$ cat src/rtl/approx_mult_pkg.sv
// Shared helpers for the approximate multiplier pipeline: adder cells,
// partial-product row masks and saturating statistics arithmetic.
package approx_mult_pkg;

   localparam int STAT_W = 32;
   localparam int MAX_W  = 16;

   // Returns {carry, sum}.
   function automatic logic [1:0] exact_fa(input logic x, input logic y, input logic z);
      return {(x & y) | (x & z) | (y & z), x ^ y ^ z};
   endfunction

   // Returns {carry, sum}. Errs only for (x,y,z) = 011 (+1) and 101 (-1).
   function automatic logic [1:0] approx_fa(input logic x, input logic y, input logic z);
      return {y & (x | z), (x | y | z) & ~(x & y & ~z)};
   endfunction

   // odd = 0 selects bits 0,2,4,...; odd = 1 selects bits 1,3,5,...
   function automatic logic [MAX_W-1:0] row_mask(input logic odd);
      logic [MAX_W-1:0] m;
      for (int i = 0; i < MAX_W; i++) begin
         m[i] = (i[0] == odd);
      end
      return m;
   endfunction

   function automatic logic [STAT_W-1:0] sat_add(input logic [STAT_W-1:0] a,
                                                 input logic [STAT_W:0]   b);
      logic [STAT_W+1:0] s;
      s = {2'b00, a} + {1'b0, b};
      if (|s[STAT_W+1:STAT_W]) begin
         return '1;
      end
      return s[STAT_W-1:0];
   endfunction

endpackage

$ cat src/rtl/approx_mult_rc_adder.sv
// Ripple-carry final adder; the low APPROX_COLS positions switch to the
// approximate cell when approx is set. Carry out of the top bit is dropped.
module approx_rc_adder
   import approx_mult_pkg::*;
#(
   parameter int WIDTH       = 8,
   parameter int APPROX_COLS = 2
) (
   input  logic [2*WIDTH-1:0] x,
   input  logic [2*WIDTH-1:0] y,
   input  logic               approx,
   output logic [2*WIDTH-1:0] sum
);

   always_comb begin
      logic       c;
      logic [1:0] r;
      c   = 1'b0;
      r   = 2'b00;
      sum = '0;
      for (int i = 0; i < 2*WIDTH; i++) begin
         if (approx && (i < APPROX_COLS)) begin
            r = approx_fa(x[i], y[i], c);
         end else begin
            r = exact_fa(x[i], y[i], c);
         end
         sum[i] = r[0];
         c      = r[1];
      end
   end

endmodule

$ cat src/rtl/approx_mult_pipe.sv
// Three-stage valid/ready approximate multiplier with per-transaction mode,
// signed error output and saturating on-line error statistics.
module approx_mult_pipe
   import approx_mult_pkg::*;
#(
   parameter int WIDTH       = 8,
   parameter int APPROX_COLS = 2
) (
   input  logic                      clk,
   input  logic                      rst,
   input  logic                      in_valid,
   output logic                      in_ready,
   input  logic [WIDTH-1:0]          in_a,
   input  logic [WIDTH-1:0]          in_b,
   input  logic                      in_approx,
   output logic                      out_valid,
   input  logic                      out_ready,
   output logic [2*WIDTH-1:0]        out_p,
   output logic signed [2*WIDTH:0]   out_err,
   output logic                      out_approx,
   input  logic                      stats_clr,
   output logic [STAT_W-1:0]         stat_cnt,
   output logic [STAT_W-1:0]         stat_err_sum
);

   localparam int PW = 2*WIDTH;
   localparam int EW = PW + 1;

   localparam logic [MAX_W-1:0] EVEN_FULL = row_mask(1'b0);
   localparam logic [MAX_W-1:0] ODD_FULL  = row_mask(1'b1);
   localparam logic [WIDTH-1:0] EVEN_M    = EVEN_FULL[WIDTH-1:0];
   localparam logic [WIDTH-1:0] ODD_M     = ODD_FULL[WIDTH-1:0];

   // Handshake: a transfer happens on a rising edge where valid & ready are
   // both high; stage k moves forward when stage k+1 is empty or moving.
   logic             s1_valid, s1_approx;
   logic [WIDTH-1:0] s1_a, s1_b;
   logic             s2_valid, s2_approx;
   logic [PW-1:0]    s2_x, s2_y, s2_exact;

   logic             s3_free, s2_free, s1_adv, s2_adv, hs;
   logic [PW-1:0]    a_ext, row_x, row_y, exact_p, sum;
   logic [EW-1:0]    err_next, abs_err;
   logic [STAT_W:0]  abs_ext;

   assign s3_free  = !out_valid || out_ready;
   assign s2_free  = !s2_valid || s3_free;
   assign s1_adv   = s1_valid && s2_free;
   assign s2_adv   = s2_valid && s3_free;
   assign in_ready = !s1_valid || s2_free;
   assign hs       = out_valid && out_ready;

   assign a_ext   = {{WIDTH{1'b0}}, s1_a};
   assign row_x   = a_ext * {{WIDTH{1'b0}}, s1_b & EVEN_M};
   assign row_y   = a_ext * {{WIDTH{1'b0}}, s1_b & ODD_M};
   assign exact_p = a_ext * {{WIDTH{1'b0}}, s1_b};

   approx_rc_adder #(
      .WIDTH       (WIDTH),
      .APPROX_COLS (APPROX_COLS)
   ) u_adder (
      .x      (s2_x),
      .y      (s2_y),
      .approx (s2_approx),
      .sum    (sum)
   );

   // Modular subtraction in EW bits yields the two's-complement error directly.
   assign err_next = {1'b0, sum} - {1'b0, s2_exact};
   assign abs_err  = out_err[EW-1] ? EW'(-out_err) : EW'(out_err);
   assign abs_ext  = (STAT_W+1)'(abs_err);

   always_ff @(posedge clk) begin
      if (rst) begin
         s1_valid   <= 1'b0;
         s1_a       <= '0;
         s1_b       <= '0;
         s1_approx  <= 1'b0;
         s2_valid   <= 1'b0;
         s2_x       <= '0;
         s2_y       <= '0;
         s2_exact   <= '0;
         s2_approx  <= 1'b0;
         out_valid  <= 1'b0;
         out_p      <= '0;
         out_err    <= '0;
         out_approx <= 1'b0;
      end else begin
         if (in_ready) begin
            s1_valid <= in_valid;
         end
         if (in_valid && in_ready) begin
            s1_a      <= in_a;
            s1_b      <= in_b;
            s1_approx <= in_approx;
         end
         if (s2_free) begin
            s2_valid <= s1_valid;
         end
         if (s1_adv) begin
            s2_x      <= row_x;
            s2_y      <= row_y;
            s2_exact  <= exact_p;
            s2_approx <= s1_approx;
         end
         if (s3_free) begin
            out_valid <= s2_valid;
         end
         if (s2_adv) begin
            out_p      <= sum;
            out_err    <= err_next;
            out_approx <= s2_approx;
         end
      end
   end

   // Clear wins over accumulation but still records the coincident handshake.
   always_ff @(posedge clk) begin
      if (rst) begin
         stat_cnt     <= '0;
         stat_err_sum <= '0;
      end else if (stats_clr) begin
         stat_cnt     <= hs ? STAT_W'(1) : '0;
         stat_err_sum <= hs ? sat_add('0, abs_ext) : '0;
      end else if (hs) begin
         stat_cnt     <= sat_add(stat_cnt, (STAT_W+1)'(1));
         stat_err_sum <= sat_add(stat_err_sum, abs_ext);
      end
   end

endmodule
$ cat config.mk
export PLATFORM = sky130hd
export DESIGN_NAME = approx_mult_pipe
export DESIGN_NICKNAME = d
export VERILOG_FILES = /design/src/rtl/approx_mult_pkg.sv /design/src/rtl/approx_mult_rc_adder.sv /design/src/rtl/approx_mult_pipe.sv
export SDC_FILE = /design/constraint.sdc
export NUM_CORES = 1
export LEC_CHECK = 0
export CORE_AREA = 2 2 209 211
export CTS_BUF_LIST = sky130_fd_sc_hd__clkbuf_8
export DETAILED_ROUTE_END_ITERATION = 12
export DIE_AREA = 0 0 211 213
export GPL_ROUTABILITY_DRIVEN = 0
export PLACE_DENSITY = 0.48
export SLEW_MARGIN = 20
export SYNTH_ARGS = -nofsm -noshare
export SYNTH_HDL_FRONTEND = slang
export SYNTH_SLANG_ARGS = --single-unit
$ cat constraint.sdc
create_clock -name clk -period 6.2 [get_ports clk]
set_input_delay 1.55 -clock clk [delete_from_list [all_inputs] [get_ports clk]]
set_output_delay 1.55 -clock clk [all_outputs]
set_load 0.005 [all_outputs]
# Word level (Yosys, flattened, before mapping)
# Index checks and enable logic that the tools add are counted.
# Widths: inputs -> output; s select.
[word_totals]
reg_bits = 166
latch_bits = 0
mem_bits_rw = 0
romBits = 0
in_bits = 22
output_inout_bits = 100
wordCells = 156
memories = 0
[op_classes]
addsub = 4
mul = 3
div = 0
n_lt_le_gt_ge = 0
eq_ne = 0
shift = 0
muxes = 23
n_bitwise = 98
reduce_logical = 13
[ops]
columns = ["operator", "count"]
rows = [
  ["$mux 32", 10],
  ["$and 1x1->1", 41],
  ["$add 32x1->33 const B", 1],
  ["$add 32x17->33", 1],
  ["$mul 8x7->15", 2],
  ["$xor 1x1->1", 29],
  ["$or 1x1->1", 27],
  ["$mux 17", 1],
  ["$neg 17->17", 1],
  ["$sub 16x16->17", 1],
  ["$mul 8x8->16", 1],
  ["$mux 1", 12],
  ["$logic_and 1x1->1", 4],
  ["$reduce_or 2->1", 2],
  ["$logic_not 1->1", 3],
  ["$logic_or 1x1->1", 3],
  ["$reduce_bool 2->1", 1],
  ["$not 1->1", 1],
]

# Longest topological paths before layout
[depth]
word_depth = 42
mapped_depth = 21
ltp_nobuf = 21

# Modules after synthesis
# From an unflattened synthesis, not the netlist that was laid out.
[unflattened]
cells_unflattened = 1591
area_unflattened_um2 = 13010.0
[modules_own_cells]
columns = ["mod", "n_inst", "cells_per_inst", "area_per_inst_um2", "seq_area_each_um2"]
rows = [
  ["approx_mult_pipe", 1, 1560, 12607.1, 3283.1],
  ["approx_rc_adder", 1, 31, 402.9, 0.0],
]

# Worst setup path after synthesis
# Ideal clock, no wire load.
[synth_path]
path_type = "register -> register"
startpoint = "register s2_x[1]"
endpoint = "register out_err[15]"
setup_ns = 0.062
arrival_time_ns = 6.527
required_time_ns = 6.138
slack_ns = -0.389
stages_incl_launch_ff = 22
n_path_buf = 0
synth_period_minus_slack_ns = 6.589
cell_sequence = "dfxtp_1 > ha_1 > inv_1 > fa_1 > fa_1 > fa_1 > fa_1 > fa_1 > fa_1 > fa_1 > fa_1 > fa_1 > fa_1 > fa_1 > fa_1 > fa_1 > inv_1 > ha_1 > nor2b_1 > a31oi_1 > or4_1 > nand3_1"
[synth_between]
word_cells_on_any_way = 73
classes_between = "1 x add/sub; 1 x mux; 71 x bitwise"
[synth_lines]
columns = ["item", "line", "rtl"]
rows = [
  ["start, declared", "approx_mult_pipe.sv:39", "logic [PW-1:0] s2_x, s2_y, s2_exact;"],
  ["start signal, assigned", "approx_mult_pipe.sv:101", "s2_x <= row_x;"],
  ["$and 1x1->1 (*)", "approx_mult_pkg.sv:10, approx_mult_pkg.sv:15", ""],
  ["$and 1x1->1", "approx_mult_pkg.sv:10", "return {(x & y) | (x & z) | (y & z), x ^ y ^ z};"],
  ["$or 1x1->1", "approx_mult_pkg.sv:10", ""],
  ["$or 1x1->1 (*)", "approx_mult_pkg.sv:10", ""],
  ["$and 1x1->1", "approx_mult_pkg.sv:10", ""],
  ["$or 1x1->1", "approx_mult_pkg.sv:10", ""],
  ["$or 1x1->1 (*)", "approx_mult_pkg.sv:10", ""],
  ["$and 1x1->1", "approx_mult_pkg.sv:10", ""],
  ["[... 24 more ...]", "--", ""],
  ["$or 1x1->1", "approx_mult_pkg.sv:10", ""],
  ["$or 1x1->1 (*)", "approx_mult_pkg.sv:10", ""],
  ["$and 1x1->1", "approx_mult_pkg.sv:10", ""],
  ["$or 1x1->1", "approx_mult_pkg.sv:10", ""],
  ["$or 1x1->1 (*)", "approx_mult_pkg.sv:10", ""],
  ["$xor 1x1->1 (*)", "approx_mult_pkg.sv:10", ""],
  ["via sum[14]", "approx_mult_pipe.sv:42", "logic [PW-1:0] a_ext, row_x, row_y, exact_p, sum;"],
  ["$sub 16x16->17 (*)", "approx_mult_pipe.sv:69", "assign err_next = {1'b0, sum} - {1'b0, s2_exact};"],
  ["end signal, assigned", "approx_mult_pipe.sv:111", "out_err <= err_next;"],
  ["end, declared", "approx_mult_pipe.sv:19", "output logic signed [2*WIDTH:0] out_err,"],
]
# The timed path passes the listed nets; every way through them passes the cells marked *.
# A chain may end at the register's enable or synchronous reset.

# Worst setup path in the final report
# Ends and elaborated chain as after synthesis.

==> flow_metrics.tcl <==
set metrics [dict create \
    core-area_sq_um 42700 \
    overflow 0 \
    finalCriticalPeriod_ns 6.33 \
    leakage_nw 6.56 \
    tightestPinTransition_ns 1.03 \
    status "complete, but fails checks" \
    grt_usage_pct 15.8 \
    r2r-start "s2_x[1]$_SDFFE_PP0P_" \
    io_buffers 120 \
    fin_area_sq_um 15000 \
    clk_pin_slew_worst_paths_ns 0.09 \
    dp_hpwl_um 27500 \
    met3_usage_pct 2.28 \
    synth_xor_area_share_pct 4.36 \
    fin_crit_sh_pct 102 \
    violations "negative setup slack" \
    postSynth.asyncResetShare_pct 0 \
    final.setup.worst_slack_ns -0.126 \
    whs_endpoint "s2_exact[6]$_SDFFE_PP0P_" \
    clk_latency_ns 0.48 \
    drtPass1Iterations 5 \
    rr_endpoint "out_err[15]$_SDFFE_PP0P_" \
    syn_nets 1759 \
    rsz0062_at_grt "true" \
    end_kind "register" \
    root_buffer "clkbuf_8" \
    grt_pass1_vias 10700 \
    post-synth-top-area-fraction_pct 25.8 \
    routedWlPerCell_um 16.0 \
    syn_area_per_cell_sq_um 8.32 \
    busiest_layer "met2" \
    synth-compound-area-share_pct 17.7 \
    synthToLayoutAreaGrowth_pct 18.2 \
    setup_viol 2 \
    drc 0 \
    synth_edf_count 0 \
    use_met2_pct 25.7 \
    drtIter0Drc 635 \
    fin_nets 1856 \
    synth.area.top_cells "dfxtp_1 (26%), ha_1 (15%), fa_1 (10%)" \
    wl_um 34800 \
    io_pins 122 \
    skew_ns 0.0210 \
    yosysTopAreaCell "dfxtp_1" \
    crit_path_start_kind "register" \
    synthAdderAreaFrac_pct 25.0 \
    min_from "s2_exact[6]$_SDFFE_PP0P_" \
    postRouteAntennaNets 0 \
    synth_warnings 0 \
    die_y_um 213 \
    drive_gt1_share_pct 6.92 \
    synth_top_family_by_area "adder cells" \
    ys_seq_area_share_pct 25.8 \
    cts_buffers 17 \
    die_w_um 211 \
    powerDensity_nw_per_um2 155 \
    dp.cells 2145 \
    hold_class "reg -> reg" \
    reg2reg_slack_ns -0.13 \
    synth.distinct_cells 77 \
    synthFlopType "dfxtp_1" \
    hold_viol_final 0 \
    max-slew-margin-rel_pct 31.1 \
    ir_worst_vdd_mv 0.135 \
    syn-cell-area_sq_um 12700 \
    dpl_cell_area_sq_um 14500 \
    viasPerCell 4.92 \
    crit_fanout 3 \
    cts_buffer_depth 2 \
    synth_seq_cells 163 \
    gr-usage-met1_pct 22.2 \
    netlist_instances 1522 \
    drv_slew 0 \
    arrival_ns 6.74 \
    die_area_sq_um 44900 \
    nFillCells 4477 \
    grt_pass1_wl_um 57100 \
    clock_sinks 163 \
    initial_utilization_pct 29.7 \
    fin_cells 2178 \
    maxCapViolations 0 \
    routed-via-count 10700 \
    antennaDiodeCount 0 \
    synthMuxAreaShare_pct 0.316 \
    cp.required_ns 6.61 \
    rows 76 \
    synth_most_common_cell "nand2_1" \
    cts_tree "yes" \
    r2r_cells 21 \
    fmax_ghz 0.158 \
    antenna_found_initial 0 \
    synth_commonest_cells "nand2_1 (190), dfxtp_1 (163), inv_1 (153), ha_1 (152), a21oi_1 (134)" \
    grt_max_degree 84 \
    path_class "reg -> reg" \
    hold_depth 2 \
    synth-simple-area-share_pct 20.1 \
    htree_levels 4 \
]
==> worst max-delay path, stage by stage, from the launching register on <==
cell and delay [ns]:
dfxtp_2 0.34, ha_2 0.17, inv_2 0.04, fa_2 0.34, fa_2 0.35, fa_2 0.35
fa_2 0.35, fa_2 0.35, fa_2 0.36, fa_2 0.36, fa_2 0.35, fa_2 0.35
fa_2 0.36, fa_2 0.35, fa_2 0.34, fa_2 0.55, inv_2 0.05, ha_4 0.26
nor2b_1 0.13, a31oi_1 0.06, or4_1 0.40, nand3_1 0.09
==> flip-flops by register name (all words and copies together) (netlist names), 8 cells and up <==
| register | count |
|---|---|
| out_p | 16 |
| s2_y | 15 |
| s2_x | 14 |
| out_err | 16 |
| s1_b | 8 |
| stat_err_sum | 32 |
| stat_cnt | 32 |
| s1_a | 8 |
| s2_exact | 16 |
==> where the power goes <==
group	internal, mW	switching, mW
registers	1.07	0.0376
logic	0.161	0.209
clock network	0.404	0.439
==> cells in the final DEF (no fill, tap or decap), types with 21 or more instances in the layout <==
cell and instances:
dfxtp_1 161, nand2_1 190, a21oi_1 133, nor2_1 108
nor3_1 31, and2_1 51, inv_1 153, fa_1 50
clkdlybuf4s50_1 119, ha_1 149, a31oi_1 22, a211oi_1 43
clkbuf_8 21, o21ai_0 37, xnor2_1 45, nand3_1 40
==> final cells by class <==
cell class / count / area, sq um / area share, %
inverters: 153 / 574 / 3.84
well taps: 546 / 683 / 4.57
repair buffers: 141 / 1360 / 9.12
multi-input cells: 1143 / 8660 / 57.9
clock inverters: 11 / 124 / 0.828
flip-flops and latches: 163 / 3270 / 21.8
clock buffers: 21 / 289 / 1.93
==> worst max-delay path by stage <==
stage                     depth (start not counted)                       end            startpoint  slack, ns
final                                            21  out_err[15]$_SDFFE_PP0P_  s2_x[1]$_SDFFE_PP0P_      -0.13
after global routing                             21  out_err[15]$_SDFFE_PP0P_  s2_x[1]$_SDFFE_PP0P_      -0.36
after CTS                                        21  out_err[15]$_SDFFE_PP0P_  s2_x[1]$_SDFFE_PP0P_      -0.13
after detailed placement                         21  out_err[15]$_SDFFE_PP0P_  s2_x[1]$_SDFFE_PP0P_      -0.32
after global placement                           19  out_err[15]$_SDFFE_PP0P_  s2_x[1]$_SDFFE_PP0P_      -0.26
after floorplan                                  21  out_err[15]$_SDFFE_PP0P_  s2_x[1]$_SDFFE_PP0P_      0.005
==> repair_timing <==
item,in CTS,in global routing
endpoints found under the setup margin,3,3
hold buffers,0,0
endpoints found under the hold margin,0,0
buffers inserted,0,1
resized for setup,10,8
pin swaps,4,5
==> cell families after synthesis <==
family | count (synthesis)
AND/OR/NAND/NOR | 512
AO/OA/AOI/OAI | 348
buffers and inverters | 216
adder cells (fa/ha/maj) | 215
flip-flops | 163
XOR/XNOR | 63
multiplexers | 4
other | 1
==> routing by layer <==
layer	up-vias	wire, um
met1	5037	17500
met2	192	15800
li1	5470	-
met3	25	1060
met4	0	431
met5	-	0
==> metrics by stage <==
stage	setup WS [ns]	utilization, %	total power [mW]	setup TNS, ns	hold slack (ns)
global route	-0.361	35.0	2.44	-0.786	0.476
floorplan	0.00529	-	1.37	0	0.432
finish	-0.126	35.0	2.32	-0.175	0.454
CTS	-0.135	34.9	2.35	-0.159	0.459
detailed placement	-0.317	33.9	1.50	-0.717	0.447
global placement	-0.264	33.9	1.50	-0.540	0.442
Note: power is estimated with default switching activity, not from simulation.
